[src/rtl/resp_slot_sched.sv]
// Response-slot scheduler: buffers read responses and a temperature value
// and presents one winner per two-cycle slot. Optional macro: RESP_SLOT_EDC_EN.

package resp_slot_pkg;
    typedef struct packed {
        logic [7:0]  tag;
        logic [23:0] data;
    } pkt_t;
endpackage

module resp_slot_sched
    import resp_slot_pkg::*;
#(
    parameter int DEPTH      = 4,
    parameter int STARVE_MAX = 8
) (
    input  logic                  clk,
    input  logic                  rst_n,
    input  logic                  slot_phase,
    input  logic                  pkt_valid_in,
    input  logic                  pkt_retry_in,
    input  pkt_t                  pkt_in,
    input  logic [31:0]           edc_in,
    output logic                  pkt_ready,
    input  logic                  temp_req,
    input  logic [7:0]            temp_data_in,
    output logic                  temp_ack,
    output logic                  out_pkt_valid,
    output logic                  out_pkt_retry,
    output pkt_t                  out_pkt,
    output logic [31:0]           out_edc,
    output logic                  out_temp_valid,
    output logic [7:0]            out_temp_data,
    output logic [$clog2(DEPTH):0] fifo_level,
    output logic                  overflow
);

    localparam int AW = $clog2(DEPTH);

    typedef struct packed {
        pkt_t        pkt;
        logic        retry;
`ifdef RESP_SLOT_EDC_EN
        logic [31:0] edc;
`endif
    } entry_t;

    typedef enum logic [1:0] {IDLE, S0, S1} state_t;

    state_t      state;
    state_t      state_nxt;
    entry_t      mem [DEPTH];
    entry_t      wr_entry;
    entry_t      rd_entry;
    logic [AW:0] wr_ptr;
    logic [AW:0] rd_ptr;
    logic [AW:0] level;
    logic [AW:0] level_nxt;
    logic        push;
    logic        pop;
    logic        fifo_empty;
    logic        temp_full;
    logic [7:0]  temp_q;
    logic        capture;
    logic [7:0]  starve_cnt;
    logic        arb;
    logic        force_temp;
    logic        win_pkt;
    logic        win_temp;
    logic        clr;

    assign level      = wr_ptr - rd_ptr;
    assign fifo_empty = (level == '0);
    assign fifo_level = level;
    assign push       = pkt_valid_in && pkt_ready;
    assign pop        = win_pkt;
    assign level_nxt  = level + (AW+1)'(push) - (AW+1)'(pop);
    assign rd_entry   = mem[rd_ptr[AW-1:0]];
    assign capture    = temp_req && !temp_full;

    // Assemble the FIFO entry from the handler inputs
    always_comb begin
        wr_entry       = '0;
        wr_entry.pkt   = pkt_in;
        wr_entry.retry = pkt_retry_in;
`ifdef RESP_SLOT_EDC_EN
        wr_entry.edc   = edc_in;
`endif
    end

`ifndef RESP_SLOT_EDC_EN
    logic unused_edc;
    assign unused_edc = ^edc_in;
    assign out_edc    = '0;
`endif

    // FIFO storage; contents are dropped on reset by clearing the pointers
    always_ff @(posedge clk) begin
        if (push)
            mem[wr_ptr[AW-1:0]] <= wr_entry;
    end

    // FIFO pointers, registered ready and sticky overflow
    always_ff @(posedge clk or negedge rst_n) begin
        if (!rst_n) begin
            wr_ptr    <= '0;
            rd_ptr    <= '0;
            pkt_ready <= 1'b1;
            overflow  <= 1'b0;
        end else begin
            if (push)
                wr_ptr <= wr_ptr + (AW+1)'(1);
            if (pop)
                rd_ptr <= rd_ptr + (AW+1)'(1);
            pkt_ready <= (level_nxt != (AW+1)'(DEPTH));
            if (pkt_valid_in && !pkt_ready)
                overflow <= 1'b1;
        end
    end

    // Single-entry temperature holder with capture acknowledge
    always_ff @(posedge clk or negedge rst_n) begin
        if (!rst_n) begin
            temp_full <= 1'b0;
            temp_q    <= '0;
            temp_ack  <= 1'b0;
        end else begin
            temp_ack <= capture;
            if (capture) begin
                temp_full <= 1'b1;
                temp_q    <= temp_data_in;
            end else if (win_temp) begin
                temp_full <= 1'b0;
            end
        end
    end

    // Starvation counter: packet wins while temperature waits
    always_ff @(posedge clk or negedge rst_n) begin
        if (!rst_n)
            starve_cnt <= '0;
        else if (!temp_full || win_temp)
            starve_cnt <= '0;
        else if (win_pkt && starve_cnt != 8'(STARVE_MAX))
            starve_cnt <= starve_cnt + 8'd1;
    end

    // Slot FSM state register
    always_ff @(posedge clk or negedge rst_n) begin
        if (!rst_n)
            state <= IDLE;
        else
            state <= state_nxt;
    end

    // Slot FSM next state
    always_comb begin
        state_nxt = state;
        unique case (state)
            IDLE:    state_nxt = (win_pkt || win_temp) ? S0 : IDLE;
            S0:      state_nxt = S1;
            S1:      state_nxt = (win_pkt || win_temp) ? S0 : IDLE;
            default: state_nxt = IDLE;
        endcase
    end

    // Slot FSM decode: arbitration and clear controls
    always_comb begin
        arb        = slot_phase && (state != S0);
        force_temp = temp_full && (starve_cnt == 8'(STARVE_MAX));
        win_temp   = arb && (force_temp || (fifo_empty && temp_full));
        win_pkt    = arb && !force_temp && !fifo_empty;
        clr        = (arb && !win_temp && !win_pkt)
                   || (state == S1 && !slot_phase);
    end

    // Slot output registers, held stable across S0 and S1
    always_ff @(posedge clk or negedge rst_n) begin
        if (!rst_n) begin
            out_pkt_valid  <= 1'b0;
            out_pkt_retry  <= 1'b0;
            out_pkt        <= '0;
            out_temp_valid <= 1'b0;
            out_temp_data  <= '0;
`ifdef RESP_SLOT_EDC_EN
            out_edc        <= '0;
`endif
        end else if (win_pkt) begin
            out_pkt_valid  <= 1'b1;
            out_pkt_retry  <= rd_entry.retry;
            out_pkt        <= rd_entry.pkt;
            out_temp_valid <= 1'b0;
            out_temp_data  <= '0;
`ifdef RESP_SLOT_EDC_EN
            out_edc        <= rd_entry.edc;
`endif
        end else if (win_temp) begin
            out_pkt_valid  <= 1'b0;
            out_pkt_retry  <= 1'b0;
            out_pkt        <= '0;
            out_temp_valid <= 1'b1;
            out_temp_data  <= temp_q;
`ifdef RESP_SLOT_EDC_EN
            out_edc        <= '0;
`endif
        end else if (clr) begin
            out_pkt_valid  <= 1'b0;
            out_pkt_retry  <= 1'b0;
            out_pkt        <= '0;
            out_temp_valid <= 1'b0;
            out_temp_data  <= '0;
`ifdef RESP_SLOT_EDC_EN
            out_edc        <= '0;
`endif
        end
    end

endmodule

[config.mk]
export PLATFORM = sky130hd
export DESIGN_NAME = resp_slot_sched
export DESIGN_NICKNAME = d
export VERILOG_FILES = /design/src/rtl/resp_slot_sched.sv
export SDC_FILE = /design/constraint.sdc
export NUM_CORES = 1
export LEC_CHECK = 0
export CORE_ASPECT_RATIO = 1.4
export CORE_MARGIN = 4
export CORE_UTILIZATION = 25
export CTS_BUF_LIST = sky130_fd_sc_hd__clkbuf_4
export CTS_CLUSTER_SIZE = 20
export DETAILED_ROUTE_END_ITERATION = 7
export PLACE_DENSITY_LB_ADDON = 0.08
export SKIP_CTS_REPAIR_TIMING = 1
export SLEW_MARGIN = 20
export SYNTH_ARGS = -nofsm -noshare
export SYNTH_HDL_FRONTEND = slang
export SYNTH_SLANG_ARGS = --single-unit
[constraint.sdc]
create_clock -name clk -period 3.72 [get_ports clk]
set_input_delay 0.372 -clock clk [delete_from_list [all_inputs] [get_ports clk]]
set_output_delay 0.372 -clock clk [all_outputs]
set_load 0.01 [all_outputs]
==> impl_metrics.env <==
export IMPL_nets=658
export IMPL_yosysWarnings=0
export IMPL_worst_pin_slew_ns=0.9899
export IMPL_yosys_area_share_simple_pct=2.676
export IMPL_grt_pass1_vias=4776
export IMPL_syn_area_mm2=0.007949
export IMPL_synth_avg_cell_area_um2=18.66
export IMPL_post_route_util_pct=31.62
export IMPL_synth_ff_type="edfxtp_1"
export IMPL_async_reset_ff_share_pct=34.98
export IMPL_slowest_delay_ns=0.42
export IMPL_via_count=4315
export IMPL_netlist_instances=426
export IMPL_grt_max_degree=60
export IMPL_placed_area_mm2=0.009260
export IMPL_synth_fa_ha_area_share_pct=2.078
export IMPL_stdcell_area_mm2=0.009962
export IMPL_power_per_cell_area_mw_per_mm2=816.3
export IMPL_cp_end_kind="flop"
export IMPL_clk_latency_ns=0.66
export IMPL_dieArea_mm2=0.03475
export IMPL_rsz0062_at_grt="no"
export IMPL_num_rows=77
export IMPL_cts_htree_levels=2
export IMPL_peakVddDrop_uv=367.7
export IMPL_worst_hold_path_endpoint="temp_q[4]"
export IMPL_finalCritPeriodShare_pct=88.77
export IMPL_wl_per_cell_um=19.01
export IMPL_die_width_um=158.7
export IMPL_synth_xor_area_share_pct=1.165
export IMPL_synth_top_cell_area_share_pct=49.87
export IMPL_port_buffers=94
export IMPL_min_path_type="input pin to flop"
export IMPL_finalMaxSlewViolations=0
export IMPL_cts_root_buf="clkbuf_4"
export IMPL_area_growth_pct=25.33
export IMPL_cp_slowest_cell="dfrtp_1"
export IMPL_seq_area_frac_synth_pct=72.23
export IMPL_finalClockSkew_ns=0.02573
export IMPL_start_kind="flop"
export IMPL_final_layout_size_suffix_gt1_share_pct=24.63
export IMPL_worstPathArrival_ns=3.88
export IMPL_die_h_um=219.0
export IMPL_initial_utilization_pct=25.23
export IMPL_synth_edf_count=132
export IMPL_synth_cell_type_count=42
export IMPL_synth_top_family_by_area="multiplexers"
export IMPL_grt_ovfl_total=0
export IMPL_synth_top_area_cell="edfxtp_1"
export IMPL_synth_compound_area_share_pct=6.013
export IMPL_cts_tree="yes"
export IMPL_grt_first_pass_wirelength_mm=29.04
export IMPL_rrSetupSlack_ns=0.42
export IMPL_rr_endpoint="pkt_ready"
export IMPL_worstReg2RegStart="wr_ptr[0]"
export IMPL_ys_ff_latch=203
export IMPL_setup_violations=0
export IMPL_synth_top_cells_by_count="edfxtp_1 (132), dfrtp_1 (70), a22o_1 (41)"
export IMPL_maxCapViolCount=0
export IMPL_fmax_mhz=302.8
export IMPL_clkTransAtPathRegs_ns=0.06
export IMPL_max_slew_margin_rel_pct=33.87
export IMPL_hp_start="temp_data_in[4]"
export IMPL_leakage_nw=3.781
export IMPL_drtIter0Drc=168
export IMPL_coreArea_mm2=0.03150
export IMPL_finalHoldViolations=0
export IMPL_worstRegToRegCells=13
export IMPL_cp_data_required_time_ns=4.29
export IMPL_cts_buffer_depth=3
export IMPL_hold_depth=2
export IMPL_post_dp_hpwl_mm=11.28
export IMPL_ios=159
export IMPL_outcome="complete, no violations"
export IMPL_critPathMaxFanout=4
export IMPL_antenna_left=0
export IMPL_synthTopCellsByArea="edfxtp_1 (50%), dfrtp_1 (22%), mux4_2 (9.3%), a22o_1 (4.5%), buf_4 (3.1%)"
export IMPL_gp_congestion=0.6796
export IMPL_finalCriticalPeriod_ns=3.302
export IMPL_synth_most_common_cell="edfxtp_1"
export IMPL_crit_chain="inv_1, ha_1, fa_1, xnor3_1, nand3_2, and3_4, ha_1, inv_1, ha_1, fa_1, xnor2_1, xnor2_1, or3_1"
export IMPL_cts_buffers=54
export IMPL_crit_top_cell="ha_1"
export IMPL_drc=0
export IMPL_antenna_found_initial=1
export IMPL_grt_usage_pct=11.06
export IMPL_synthMuxAreaShare_pct=10.81
export IMPL_worstSetupPathType="flop to flop"
export IMPL_drt_wl_total_mm=19.18
export IMPL_clkSinkCount=203
export IMPL_firstDrtPassIters=4
export IMPL_post_drt_via_cell_ratio=4.277
export IMPL_setup_tns_ns=0
## power by group
part	internal (mW)	switching (mW)	leakage (nW)	total [mW]
Clock	1.01	0.905	0.414	1.91
Combinational	1.46	1.44	1.26	2.90
Sequential	3.05	0.271	2.10	3.32
Total	5.51	2.62	3.78	8.13
## stage by stage
step	power [mW]	hold WS (ns)	setup WS (ns)	std cells
2_1_floorplan	5.139	0.07641	0.4917	457
3_3_place_gp	6.327	0.4421	0.4933	906
3_5_place_dp	6.396	0.4475	0.4009	906
4_1_cts	8.398	-0.2293	0.3754	1007
5_1_grt	8.705	0.2644	0.2137	1009
6_report	8.132	0.3428	0.4179	1009
## placed cells by master, fill, tap and decap left out, types with 3 or more instances in the layout
| cell | synthesis | final |
|---|---|---|
| a21oi_1 | 4 | 4 |
| inv_1 | 12 | 12 |
| edfxtp_1 | 132 | 132 |
| a21o_1 | 3 | 3 |
| buf_4 | 33 | 11 |
| mux4_2 | 33 | 33 |
| mux2_2 | 9 | 9 |
| nand2_1 | 6 | 6 |
| ha_1 | 10 | 10 |
| or3_1 | 4 | 4 |
| o21ai_0 | 3 | 3 |
| xnor2_1 | 3 | 3 |
| clkinv_1 | 0 | 16 |
| xor2_1 | 5 | 5 |
| clkdlybuf4s50_1 | 0 | 93 |
| conb_1 | 1 | 32 |
| a22o_1 | 41 | 41 |
| dfrtp_1 | 70 | 68 |
| and3_2 | 0 | 4 |
| nand3_1 | 6 | 6 |
| clkbuf_4 | 0 | 82 |
## layer usage
layer	global-route usage, %	part of all wire (%)	vias up	wire, µm
met1	12.85	40	2221	7716
met5	0	0	-	0
met4	4.776	2.9	0	549
li1	-	-	1919	-
met2	19.00	51	128	9869
met3	3.419	5.4	47	1045
## flip-flops by register name (all words and copies together), names as in the netlist, 2 cells and up
name and cells:
out_temp_data 8, rd_ptr 3, out_pkt 32, starve_cnt 8, temp_q 8, state 2, mem 132, wr_ptr 3
## cells by family (layout without fill, tap and decap cells)
family / after synthesis / in the layout
muxes: 43 / 43
buffers and inverters: 63 / 219
DFF: 203 / 203
other: 1 / 33
AOI/OAI and AO/OA: 59 / 59
adders and majority gates: 12 / 12
xor gates and xnor gates: 9 / 9
and+or+nand+nor: 36 / 36
## worst max-delay path: cells and delay by family, from the launching register on
family                   cells  cell delay [ns]
adder cells (fa/ha/maj)      5             1.42
flip-flops                   1             0.42
XOR/XNOR                     3             0.62
AND/OR/NAND/NOR              3             0.64
buffers and inverters        2             0.15
## worst max path at each step
stage               from         to  slack (ns)  cells after the start
3_5_place_dp   wr_ptr[0]  pkt_ready        0.40                     13
2_1_floorplan  wr_ptr[0]  pkt_ready        0.49                     14
6_report       wr_ptr[0]  pkt_ready        0.42                     13
3_3_place_gp   wr_ptr[0]  pkt_ready        0.49                     13
4_1_cts        wr_ptr[0]  pkt_ready        0.38                     13
5_1_grt        wr_ptr[0]  pkt_ready        0.21                     13
## area by class of cell
class	instances	area, µm²
clock inverter	19	73.82
inverter	12	45.04
tap	395	494.2
sequential	203	5747
antenna	1	2.502
timing repair buffer	106	1044
clock buffer	82	615.6
multi-input combinational	191	1941
fill	3116	21540
No activity file was read; power rests on OpenSTA's default activity.
